===== src/rtl/syscall_print_unit_pkg.sv =====
// Shared syscall codes, FSM encoding, ASCII constants and BCD helpers for
// syscall_print_unit.
package syscall_print_unit_pkg;

  localparam logic [31:0] SYS_PRINT_INT  = 32'd1;
  localparam logic [31:0] SYS_PRINT_STR  = 32'd4;
  localparam logic [31:0] SYS_EXIT       = 32'd10;
  localparam logic [31:0] SYS_PRINT_CHAR = 32'd11;
  localparam logic [31:0] SYS_PRINT_HEX  = 32'd34;

  localparam logic [7:0] ASCII_ZERO  = 8'h30;
  localparam logic [7:0] ASCII_MINUS = 8'h2D;
  localparam logic [7:0] ASCII_X     = 8'h78;

  typedef enum logic [3:0] {
    IDLE,
    STR_REQ,
    STR_WAIT,
    STR_EMIT,
    INT_CONV,
    INT_EMIT,
    CHAR_EMIT,
    DONE,
    HALTED
  } state_e;

  typedef struct packed {
    logic [39:0] digits;
    logic [3:0]  count;
  } bcd_align_t;

  // Left-justify the BCD so the most significant non-zero digit sits in the
  // top nibble; at least one digit is always kept so zero prints as "0".
  function automatic bcd_align_t align_bcd(input logic [39:0] bcd);
    bcd_align_t r;
    r.digits = bcd;
    r.count  = 4'd10;
    for (int i = 0; i < 9; i++) begin
      if (r.digits[39:36] == 4'd0) begin
        r.digits = {r.digits[35:0], 4'h0};
        r.count  = r.count - 4'd1;
      end
    end
    return r;
  endfunction

  function automatic logic [7:0] digit_ascii(input logic [3:0] d, input logic hex);
    if (hex && (d > 4'd9)) return 8'h57 + {4'h0, d};
    return ASCII_ZERO + {4'h0, d};
  endfunction

endpackage


===== src/rtl/syscall_print_unit_if.sv =====
// Core/memory/console bundle for syscall_print_unit; slave = the unit,
// master = its environment.
interface syscall_print_unit_if #(
  parameter int ADDR_W = 32
);
  logic              syscall_valid;
  logic [31:0]       v0;
  logic [31:0]       a0;
  logic              stall;
  logic              done;
  logic              halt;
  logic              mem_ren;
  logic [ADDR_W-1:0] mem_addr;
  logic [31:0]       mem_rdata;
  logic              char_valid;
  logic [7:0]        char_data;
  logic              char_ready;

  modport slave (
    input  syscall_valid, v0, a0, mem_rdata, char_ready,
    output stall, done, halt, mem_ren, mem_addr, char_valid, char_data
  );

  modport master (
    output syscall_valid, v0, a0, mem_rdata, char_ready,
    input  stall, done, halt, mem_ren, mem_addr, char_valid, char_data
  );
endinterface


===== src/rtl/syscall_print_unit_bin2bcd.sv =====
// syscall_bin2bcd: fixed 32-iteration double-dabble, 32-bit binary to 10 BCD
// digits; done pulses for one cycle with bcd_o valid.
module syscall_bin2bcd (
  input  logic        clk,
  input  logic        reset,
  input  logic        start_i,
  input  logic [31:0] mag_i,
  output logic        busy_o,
  output logic        done_o,
  output logic [39:0] bcd_o
);
  logic [31:0] bin_q, bin_d;
  logic [39:0] bcd_q, bcd_d;
  logic [5:0]  cnt_q, cnt_d;
  logic        busy_q, busy_d;
  logic        done_q, done_d;
  logic [39:0] adj;

  always_comb begin
    adj = bcd_q;
    for (int i = 0; i < 10; i++) begin
      if (bcd_q[4*i +: 4] >= 4'd5) adj[4*i +: 4] = bcd_q[4*i +: 4] + 4'd3;
    end
  end

  always_comb begin
    bin_d  = bin_q;
    bcd_d  = bcd_q;
    cnt_d  = cnt_q;
    busy_d = busy_q;
    done_d = 1'b0;
    if (start_i) begin
      bin_d  = mag_i;
      bcd_d  = '0;
      cnt_d  = 6'd32;
      busy_d = 1'b1;
    end else if (busy_q) begin
      bcd_d = {adj[38:0], bin_q[31]};
      bin_d = {bin_q[30:0], 1'b0};
      cnt_d = cnt_q - 6'd1;
      if (cnt_q == 6'd1) begin
        busy_d = 1'b0;
        done_d = 1'b1;
      end
    end
  end

  always_ff @(posedge clk) begin
    if (reset) begin
      bin_q  <= '0;
      bcd_q  <= '0;
      cnt_q  <= '0;
      busy_q <= 1'b0;
      done_q <= 1'b0;
    end else begin
      bin_q  <= bin_d;
      bcd_q  <= bcd_d;
      cnt_q  <= cnt_d;
      busy_q <= busy_d;
      done_q <= done_d;
    end
  end

  assign busy_o = busy_q;
  assign done_o = done_q;
  assign bcd_o  = bcd_q;
endmodule


===== src/rtl/syscall_print_unit.sv =====
// syscall_print_unit: stalls the core while servicing print/exit syscalls and
// streams ASCII to the console. Optional hex printing (v0=34) with SYSCALL_HEX_EN.
import syscall_print_unit_pkg::*;

module syscall_print_unit #(
  parameter int MAX_STR_LEN = 1024,
  parameter int ADDR_W      = 32
) (
  input logic clk,
  input logic reset,
  syscall_print_unit_if.slave bus
);
  localparam int CNT_W = $clog2(MAX_STR_LEN + 1);

  state_e            state_q, state_d;
  logic [ADDR_W-1:0] ptr_q, ptr_d;
  logic [CNT_W-1:0]  count_q, count_d;
  logic [7:0]        char_q, char_d;
  logic [39:0]       digits_q, digits_d;
  logic [3:0]        ndig_q, ndig_d;
  logic [1:0]        pre_q, pre_d;
  logic              hex_q, hex_d;
  logic              halt_seen_q;

  logic        conv_start, conv_busy, conv_done;
  logic [31:0] conv_mag;
  logic [39:0] conv_bcd;
  logic [7:0]  rd_byte;
  bcd_align_t  aligned;

  syscall_bin2bcd u_bin2bcd (
    .clk     (clk),
    .reset   (reset),
    .start_i (conv_start),
    .mag_i   (conv_mag),
    .busy_o  (conv_busy),
    .done_o  (conv_done),
    .bcd_o   (conv_bcd)
  );

  assign rd_byte  = bus.mem_rdata[{ptr_q[1:0], 3'b000} +: 8];
  assign aligned  = align_bcd(conv_bcd);
  assign conv_mag = bus.a0[31] ? (~bus.a0 + 32'd1) : bus.a0;
  assign bus.halt = (state_q == HALTED);

  always_comb begin
    state_d        = state_q;
    ptr_d          = ptr_q;
    count_d        = count_q;
    char_d         = char_q;
    digits_d       = digits_q;
    ndig_d         = ndig_q;
    pre_d          = pre_q;
    hex_d          = hex_q;
    conv_start     = 1'b0;
    bus.stall      = 1'b0;
    bus.done       = 1'b0;
    bus.mem_ren    = 1'b0;
    bus.mem_addr   = '0;
    bus.char_valid = 1'b0;
    bus.char_data  = 8'h00;

    case (state_q)
      IDLE: begin
        if (bus.syscall_valid) begin
          bus.stall = 1'b1;
          case (bus.v0)
            SYS_PRINT_INT: begin
              conv_start = 1'b1;
              pre_d      = {1'b0, bus.a0[31]};
              hex_d      = 1'b0;
              state_d    = INT_CONV;
            end
            SYS_PRINT_STR: begin
              ptr_d   = bus.a0[ADDR_W-1:0];
              count_d = '0;
              state_d = STR_REQ;
            end
            SYS_EXIT:       state_d = HALTED;
            SYS_PRINT_CHAR: begin
              char_d  = bus.a0[7:0];
              state_d = CHAR_EMIT;
            end
`ifdef SYSCALL_HEX_EN
            SYS_PRINT_HEX: begin
              digits_d = {bus.a0, 8'h00};
              ndig_d   = 4'd8;
              pre_d    = 2'd2;
              hex_d    = 1'b1;
              state_d  = INT_EMIT;
            end
`endif
            default:        state_d = DONE;
          endcase
        end
      end
      STR_REQ: begin
        bus.stall    = 1'b1;
        bus.mem_ren  = 1'b1;
        bus.mem_addr = {ptr_q[ADDR_W-1:2], 2'b00};
        state_d      = STR_WAIT;
      end
      STR_WAIT: begin
        bus.stall = 1'b1;
        char_d    = rd_byte;
        state_d   = (rd_byte == 8'h00) ? DONE : STR_EMIT;
      end
      STR_EMIT: begin
        bus.stall      = 1'b1;
        bus.char_valid = 1'b1;
        bus.char_data  = char_q;
        if (bus.char_ready) begin
          ptr_d   = ptr_q + 1'b1;
          count_d = count_q + 1'b1;
          state_d = (count_d == CNT_W'(MAX_STR_LEN)) ? DONE : STR_REQ;
        end
      end
      INT_CONV: begin
        bus.stall = 1'b1;
        if (conv_done && !conv_busy) begin
          digits_d = aligned.digits;
          ndig_d   = aligned.count;
          state_d  = INT_EMIT;
        end
      end
      INT_EMIT: begin
        bus.stall      = 1'b1;
        bus.char_valid = 1'b1;
        // Prefix characters ('-' or "0x") go out before the digit nibbles.
        if (pre_q != 2'd0)
          bus.char_data = hex_q ? ((pre_q == 2'd2) ? ASCII_ZERO : ASCII_X) : ASCII_MINUS;
        else
          bus.char_data = digit_ascii(digits_q[39:36], hex_q);
        if (bus.char_ready) begin
          if (pre_q != 2'd0) begin
            pre_d = pre_q - 2'd1;
          end else begin
            digits_d = {digits_q[35:0], 4'h0};
            ndig_d   = ndig_q - 4'd1;
            if (ndig_q == 4'd1) state_d = DONE;
          end
        end
      end
      CHAR_EMIT: begin
        bus.stall      = 1'b1;
        bus.char_valid = 1'b1;
        bus.char_data  = char_q;
        if (bus.char_ready) state_d = DONE;
      end
      DONE: begin
        bus.done = 1'b1;
        state_d  = IDLE;
      end
      HALTED:  bus.done = !halt_seen_q;
      default: state_d = IDLE;
    endcase
  end

  always_ff @(posedge clk) begin
    if (reset) begin
      state_q     <= IDLE;
      ptr_q       <= '0;
      count_q     <= '0;
      char_q      <= '0;
      digits_q    <= '0;
      ndig_q      <= '0;
      pre_q       <= '0;
      hex_q       <= 1'b0;
      halt_seen_q <= 1'b0;
    end else begin
      state_q     <= state_d;
      ptr_q       <= ptr_d;
      count_q     <= count_d;
      char_q      <= char_d;
      digits_q    <= digits_d;
      ndig_q      <= ndig_d;
      pre_q       <= pre_d;
      hex_q       <= hex_d;
      halt_seen_q <= (state_q == HALTED);
    end
  end
endmodule


===== src/flat_wrapper.sv =====
// flat-port wrapper written by rule: the top's interface ports become plain ports
module syscall_print_unit_flat 
#(
  parameter int MAX_STR_LEN = 1024,
  parameter int ADDR_W      = 32
)
  (clk, reset, bus_syscall_valid, bus_v0, bus_a0, bus_mem_rdata, bus_char_ready, bus_stall, bus_done, bus_halt, bus_mem_ren, bus_mem_addr, bus_char_valid, bus_char_data);
  syscall_print_unit_if #(.ADDR_W(ADDR_W)) bus_i ();
  input logic clk;
  input logic reset;
  input wire logic [$bits(bus_i.syscall_valid)-1:0] bus_syscall_valid;
  input wire logic [$bits(bus_i.v0)-1:0] bus_v0;
  input wire logic [$bits(bus_i.a0)-1:0] bus_a0;
  input wire logic [$bits(bus_i.mem_rdata)-1:0] bus_mem_rdata;
  input wire logic [$bits(bus_i.char_ready)-1:0] bus_char_ready;
  output wire logic [$bits(bus_i.stall)-1:0] bus_stall;
  output wire logic [$bits(bus_i.done)-1:0] bus_done;
  output wire logic [$bits(bus_i.halt)-1:0] bus_halt;
  output wire logic [$bits(bus_i.mem_ren)-1:0] bus_mem_ren;
  output wire logic [$bits(bus_i.mem_addr)-1:0] bus_mem_addr;
  output wire logic [$bits(bus_i.char_valid)-1:0] bus_char_valid;
  output wire logic [$bits(bus_i.char_data)-1:0] bus_char_data;
  assign bus_i.syscall_valid = bus_syscall_valid;
  assign bus_i.v0 = bus_v0;
  assign bus_i.a0 = bus_a0;
  assign bus_i.mem_rdata = bus_mem_rdata;
  assign bus_i.char_ready = bus_char_ready;
  assign bus_stall = bus_i.stall;
  assign bus_done = bus_i.done;
  assign bus_halt = bus_i.halt;
  assign bus_mem_ren = bus_i.mem_ren;
  assign bus_mem_addr = bus_i.mem_addr;
  assign bus_char_valid = bus_i.char_valid;
  assign bus_char_data = bus_i.char_data;
  syscall_print_unit #(.MAX_STR_LEN(MAX_STR_LEN), .ADDR_W(ADDR_W)) u_core (.clk(clk), .reset(reset), .bus(bus_i));
endmodule

===== config.mk =====
export PLATFORM = sky130hd
export DESIGN_NAME = syscall_print_unit_flat
export DESIGN_NICKNAME = d
export VERILOG_FILES = /design/src/rtl/syscall_print_unit_pkg.sv /design/src/rtl/syscall_print_unit_if.sv /design/src/rtl/syscall_print_unit_bin2bcd.sv /design/src/rtl/syscall_print_unit.sv /design/src/flat_wrapper.sv
export SDC_FILE = /design/constraint.sdc
export NUM_CORES = 1
export LEC_CHECK = 0
export CORE_MARGIN = 2
export CORE_UTILIZATION = 63
export DETAILED_ROUTE_END_ITERATION = 10
export PLACE_DENSITY = 0.95
export REMOVE_ABC_BUFFERS = 1
export SLEW_MARGIN = 20
export SYNTH_ARGS = -nofsm -noshare
export SYNTH_HDL_FRONTEND = slang
export SYNTH_SLANG_ARGS = --single-unit

===== constraint.sdc =====
create_clock -name clk -period 8.6 [get_ports clk]
set_input_delay 1.72 -clock clk [delete_from_list [all_inputs] [get_ports clk]]
set_output_delay 1.72 -clock clk [all_outputs]
set_load 0.05 [all_outputs]

Word-level counts from Yosys, hierarchy flattened
Index checks and enable logic that the tools add are counted.

storage, ports and cells
  register bits after elaboration = 182
  bits of input ports = 100
  output and inout port bits = 45

operators by class
  add/subtract/negate cells = 25
  order comparisons = 10
  equal/unequal tests = 26
  shift operators = 1
  multiplexer cells = 77
  bitwise logic cells = 3
  reductions and logical operators = 30

operator list
  kind                   number
  $mux 44                9
  $mux 32                7
  $mux 40                3
  $pmux 40 s2            1
  $mux 4                 19
  $add 32x1->32 const B  2
  $eq 32x4->1 const B    2
  $pmux 32 s2            1
  $ge 4x3->1 const B     10
  $logic_not 4->1        10
  $add 4x2->4 const B    9
  $sub 4x1->4 const B    9
  $mux 11                3
  $eq 32x1->1 const B    1
  $eq 32x3->1 const B    1
  $mux 8                 4
  $not 32->32            1
  $pmux 4 s8             1
  $pmux 8 s2             2
  $shiftx 32x6->8        1
  $pmux 11 s2            1
  $eq 4x3->1 const B     4
  $pmux 4 s4             1
  $mux 1                 12
  other kinds (30)       58

Logic depth before layout (Yosys ltp)
  depth in word-level cells = 20
  depth in mapped cells = 27
  depth with buffers taken out = 25

Hierarchy
From an unflattened synthesis, not the netlist that was laid out.

unflattened totals
  cells, all modules = 1954
  area, all modules = 14223.6 um2

by module, submodules not included
  module              times used  cells each  area an instance (um2)
  syscall_print_unit  1           1406        9721.8
  syscall_bin2bcd     1           548         4501.8

Least setup slack after synthesis
Ideal clock, no wire load.

  path kind = register to register
  start point = reg u_core.u_bin2bcd.bcd_q[37], in the netlist u_core.u_bin2bcd.bcd_o[37]
  end point = reg u_core.ndig_q[3]
  library setup time = 0.083 ns
  arrival time = 5.861 ns
  data required time = 8.517 ns
  slack = 2.656 ns
  cell stages (with the launch flop) = 24
  buffers on the path = 5
  period minus slack after synthesis = 5.944 ns
  path through = dfxtp_1 > inv_1 > ha_1 > buf_2 > nor2b_1 > mux2_2 > and4_1 > buf_2 > a221oi_2 > o41ai_1 > nor3_1 > buf_2 > buf_1 > clkbuf_1 > a21oi_1 > ha_1 > nand2_1 > a31oi_1 > xor2_1 > ha_1 > xor3_1 > or4b_1 > a2111o_1 > o221ai_1

on the way
  longest elaborated chain between the ends = 20
  elaborated cells on any way between the ends = 28
  those cells by class = add/sub: 8; mux: 11; reduce/logical: 9

ends and longest elaborated chain
  element                                         RTL line                                                    source
  from (decl)                                     syscall_print_unit_bin2bcd.sv:13                            logic [39:0] bcd_q, bcd_d;
  from (signal assigned)                          syscall_print_unit_bin2bcd.sv:51                            bcd_q <= '0;
  from (signal assigned)                          syscall_print_unit_bin2bcd.sv:57                            bcd_q <= bcd_d;
  $logic_not 4->1                                 syscall_print_unit_pkg.sv:39                                if (r.digits[39:36] == 4'd0) begin
  $mux 44 (*)                                     syscall_print_unit_pkg.sv:39
  $sub 4x1->4 or $logic_not 4->1 (tied branches)  syscall_print_unit_pkg.sv:41, syscall_print_unit_pkg.sv:39
  $mux 44 (*)                                     syscall_print_unit_pkg.sv:39
  $sub 4x1->4 or $logic_not 4->1 (tied branches)  syscall_print_unit_pkg.sv:41, syscall_print_unit_pkg.sv:39
  $mux 44 (*)                                     syscall_print_unit_pkg.sv:39
  $sub 4x1->4 or $logic_not 4->1 (tied branches)  syscall_print_unit_pkg.sv:41, syscall_print_unit_pkg.sv:39
  $mux 44 (*)                                     syscall_print_unit_pkg.sv:39
  (+4 left out)                                   n/a
  $sub 4x1->4 or $logic_not 4->1 (tied branches)  syscall_print_unit_pkg.sv:41, syscall_print_unit_pkg.sv:39
  $mux 44 (*)                                     syscall_print_unit_pkg.sv:39
  $sub 4x1->4 or $logic_not 4->1 (tied branches)  syscall_print_unit_pkg.sv:41, syscall_print_unit_pkg.sv:39
  $mux 44 (*)                                     syscall_print_unit_pkg.sv:39
  $sub 4x1->4 or $logic_not 4->1 (tied branches)  syscall_print_unit_pkg.sv:41, syscall_print_unit_pkg.sv:39
  $mux 44 (*)                                     syscall_print_unit_pkg.sv:39
  $mux 4 (*)                                      syscall_print_unit.sv:120                                   if (conv_done && !conv_busy) begin
  $pmux 4 s2 (*)                                  syscall_print_unit.sv:63                                    case (state_q)
  to (signal assigned)                            syscall_print_unit.sv:176                                   ndig_q <= ndig_d;
  to (decl)                                       syscall_print_unit.sv:20                                    logic [3:0] ndig_q, ndig_d;

Every way passes the cells marked *; elsewhere a longest branch is shown, timed or not. The select of a mux whose other input is x is not followed.
A chain may end at the register's enable or synchronous reset.

Final worst setup path
  start point = reg u_core.u_bin2bcd.bcd_q[36], in the netlist u_core.u_bin2bcd.bcd_o[36]
  end point = reg u_core.ndig_q[3]

The elaborated chain is that of the path after synthesis.

==> results.yml <==
sta:
  period_minus_slack_ns: 7.31
  worstMarginPinSlew_ns: 1.12
  rsz0062_at_grt: "false"
  fin_skew_ns: 0.0165
  finalMaxSlewViolations: 0
  hold_viol: 0
  setup_viol: 0
  relSlewSlack_pct: 25.0
  finalSetupTns_ns: 0
  clock.fmax_mhz: 137
  worst_hold_slack_ns: 0.455
  min_period_over_period_pct: 85.0
logic_synthesis:
  avgSynthCellArea_sq_um: 7.35
  ys_seq_elements: 182
  synth_area_sq_um: 13600
  ys_seq_area_share_pct: 26.7
  synth_cell_type_count: 90
  synth-edff-count: 0
  ys_async_sr_fraction_pct: 0
  ys_warn_count: 0
  synth_ff_type: "dfxtp_1"
  synth_cells: 1853
routing:
  postRouteAntennaNets: 0
  drc: 0
  viasPerCell: 6.84
  num_vias: 14900
  finalWirelength_um: 42900
  wl_per_cell_um: 19.7
  first_iter_violations: 1888
  firstDrtPassIters: 10
clock_tree:
  cts.sink_count: 182
  clock-root-buffer: "clkbuf_16"
  post-cts-setup-buffers: 0
  cts_hold_buf: 0
  cts-resized-gates: 0
  clock_latency_ns: 0.46
  cts_max_level: 4
  cts.clk_slew.worst_paths_ns: 0.07
  cts_tree: "yes"
  clockBufferDepth: 2
  cts_buffers: 17
placed_design:
  gp_congestion: 0.931
  portBuffers: 142
  placedCellCount: 2149
  place_hpwl_um: 29300
worst_setup_path:
  cp.required_ns: 8.96
  endpoint: "u_core.ndig_q[3]$_SDFFE_PP0P_"
  crit_start: "u_core.u_bin2bcd.bcd_o[36]$_SDFFE_PP0P_"
  start_kind: "flip-flop"
  reg2reg_depth: 20
  arrival_ns: 7.67
  critical_path_class: "flip-flop to flip-flop"
  crit_cells: 20
  crit_buf_inv: 2
  r2r-start: "u_core.u_bin2bcd.bcd_o[36]$_SDFFE_PP0P_"
  r2r_setup_slack_ns: 1.29
  crit_family: "simple AND/OR/NAND/NOR gates"
  crit_path_frequent_cell: "ha_1"
  endpoint_kind: "flip-flop"
  cp_max_fo: 19
  cpPeakStageDelay_ns: 0.71
  worstReg2RegEnd: "u_core.ndig_q[3]$_SDFFE_PP0P_"
  crit_chain: "inv_1 -> ha_1 -> nor2b_1 -> mux2_2 -> a311oi_1 -> and3_1 -> nand2_2 -> xnor2_1 -> ha_1 -> inv_1 -> a21oi_1 -> ha_1 -> nand2_1 -> a31oi_1 -> xor2_1 -> ha_1 -> xor3_1 -> or4b_1 -> a2111o_1 -> o221ai_1"
  slowest_stage: "and3_1"
grt:
  grt-busiest-layer: "met2"
  grt_pass1_wl_um: 67100
  grt_use_total_pct: 36.5
  grtUsageMet2_pct: 57.8
  grt_max_degree: 69
  grt_pass1_vias: 13400
  antenna_found_initial: 0
  gr-usage-met3_pct: 7.44
  use_met1_pct: 48.5
  grt_remaining_overflow: 0
final_layout:
  final_layout_size_suffix_gt1_share_pct: 5.77
  final_cells: 2181
  nets: 2028
  areaGrowthSynthToFinish_pct: 14.7
  final_cell_mix: "254 x nor2_1, 181 x dfxtp_1, 162 x a21oi_1"
  post-route-util_pct: 73.9
  final_common_cell: "nor2_1"
  n_antenna_cell: 0
floorplanning:
  die_y_um: 151
  core_area_sq_um: 21200
  row_count: 53
  die-area_sq_um: 22800
  io_pins: 145
  die_w_um: 151
  initial_core_util_pct: 64.4
min_path:
  hp-class: "flip-flop to flip-flop"
pwr:
  p_comb_share_pct: 27.2
  power.share.clock_pct: 32.9
  ir_drop_uv: 147
  internal_power_uw: 1610
  p_leak_uw: 0.00549
  netSwitchingFraction_pct: 35.4
  pwr-share-seq_pct: 39.9
  p_sw_uw: 883
  powerDensity_nw_per_um2: 160
  power.total_uw: 2490
job:
  drv_cap: 0
run_status:
  status: "finished clean"
-- Yosys cell counts, drive strengths merged (30+ instances only) --
| cell | instances | area (sq um) |
|---|---|---|
| a211oi | 67 | 503 |
| ha | 35 | 438 |
| nor2 | 255 | 957 |
| dfxtp | 182 | 3640 |
| a21oi | 164 | 821 |
| inv | 42 | 158 |
| xnor2 | 54 | 473 |
| o21ai | 140 | 701 |
| mux2i | 81 | 811 |
| nand2 | 139 | 524 |
| and2 | 41 | 257 |
| nand3 | 59 | 300 |
| and3 | 30 | 188 |
| nor3 | 65 | 330 |
| clkbuf | 117 | 439 |
-- power by group through the flow --
stage                     sequential (uW)  clock [uW]  combinational [uW]
after floorplan                       986           0                 423
after global placement               1000           0                 619
after detailed placement             1010           0                 642
after CTS                             990         819                 659
after global routing                 1000         854                 732
final                                 994         821                 678
-- per-layer routing --
layer | part of all wire (%) | vias to the layer above
met5 | 0 | -
met4 | 3.7 | 0
met3 | 10 | 158
met2 | 46 | 879
met1 | 40 | 6999
li1 | - | 6876
-- state kept, by name, summed over array words and instances, names as in the netlist, 4 cells and up --
signal and cells:
u_core.char_q 8, u_core.count_q 11, u_core.digits_q 40, u_core.ndig_q 4
u_core.ptr_q 32, u_core.state_q 4, u_core.u_bin2bcd.bcd_o 40, u_core.u_bin2bcd.bin_q 32
u_core.u_bin2bcd.cnt_q 6
-- cell type report --
type                       instances  area (sq um)
multi-input combinational       1488          9300
fill                            1492          5530
sequential                       182          3640
timing repair buffer             162          1560
clock buffer                      17           425
tap                              275           344
clock inverter                    15           189
inverter                          42           158
-- logic make-up (layout without fill, tap and decap cells) --
logic type,after synthesis,after routing,synth area share (%)
simple gates,718,718,25.5
compound gates,560,560,26.2
buf+inv,184,236,5.34
flops,182,182,26.7
mux,99,99,8.13
xor+xnor,74,74,4.87
fa+ha+maj,35,35,3.21
other cells,1,2,0.0275
-- how the worst min path moves through the flow --
stage	to	cells after the start	startpoint	slack [ns]
detailed placement	u_core.digits_q[2]$_SDFFE_PP0P_	2	u_core.digits_q[2]$_SDFFE_PP0P_	0.45
finish	u_core.digits_q[0]$_SDFFE_PP0P_	2	u_core.digits_q[0]$_SDFFE_PP0P_	0.46
floorplan	u_core.digits_q[39]$_SDFFE_PP0P_	2	u_core.digits_q[39]$_SDFFE_PP0P_	0.43
global route	u_core.digits_q[39]$_SDFFE_PP0P_	2	u_core.digits_q[39]$_SDFFE_PP0P_	0.49
global placement	u_core.digits_q[0]$_SDFFE_PP0P_	2	u_core.digits_q[0]$_SDFFE_PP0P_	0.44
CTS	u_core.digits_q[0]$_SDFFE_PP0P_	2	u_core.digits_q[0]$_SDFFE_PP0P_	0.46
-- worst reg2reg max path, delay by kind of cell, from the launching register on --
family          cells  cell delay (ns)
compound gates      5             1.40
xor+xnor            3             1.31
fa+ha+maj           4             1.46
buf+inv             2             0.27
flops               1             0.38
mux                 1             0.43
simple gates        5             2.00
-- metrics by stage --
step,worst slack (ns),instance area (sq um)
3_3_place_gp,1.87,15000
2_1_floorplan,1.35,13100
6_report,1.29,15600
3_5_place_dp,1.48,15000
4_1_cts,1.44,15600
5_1_grt,0.844,15600
(Power assumes the default switching activity.)
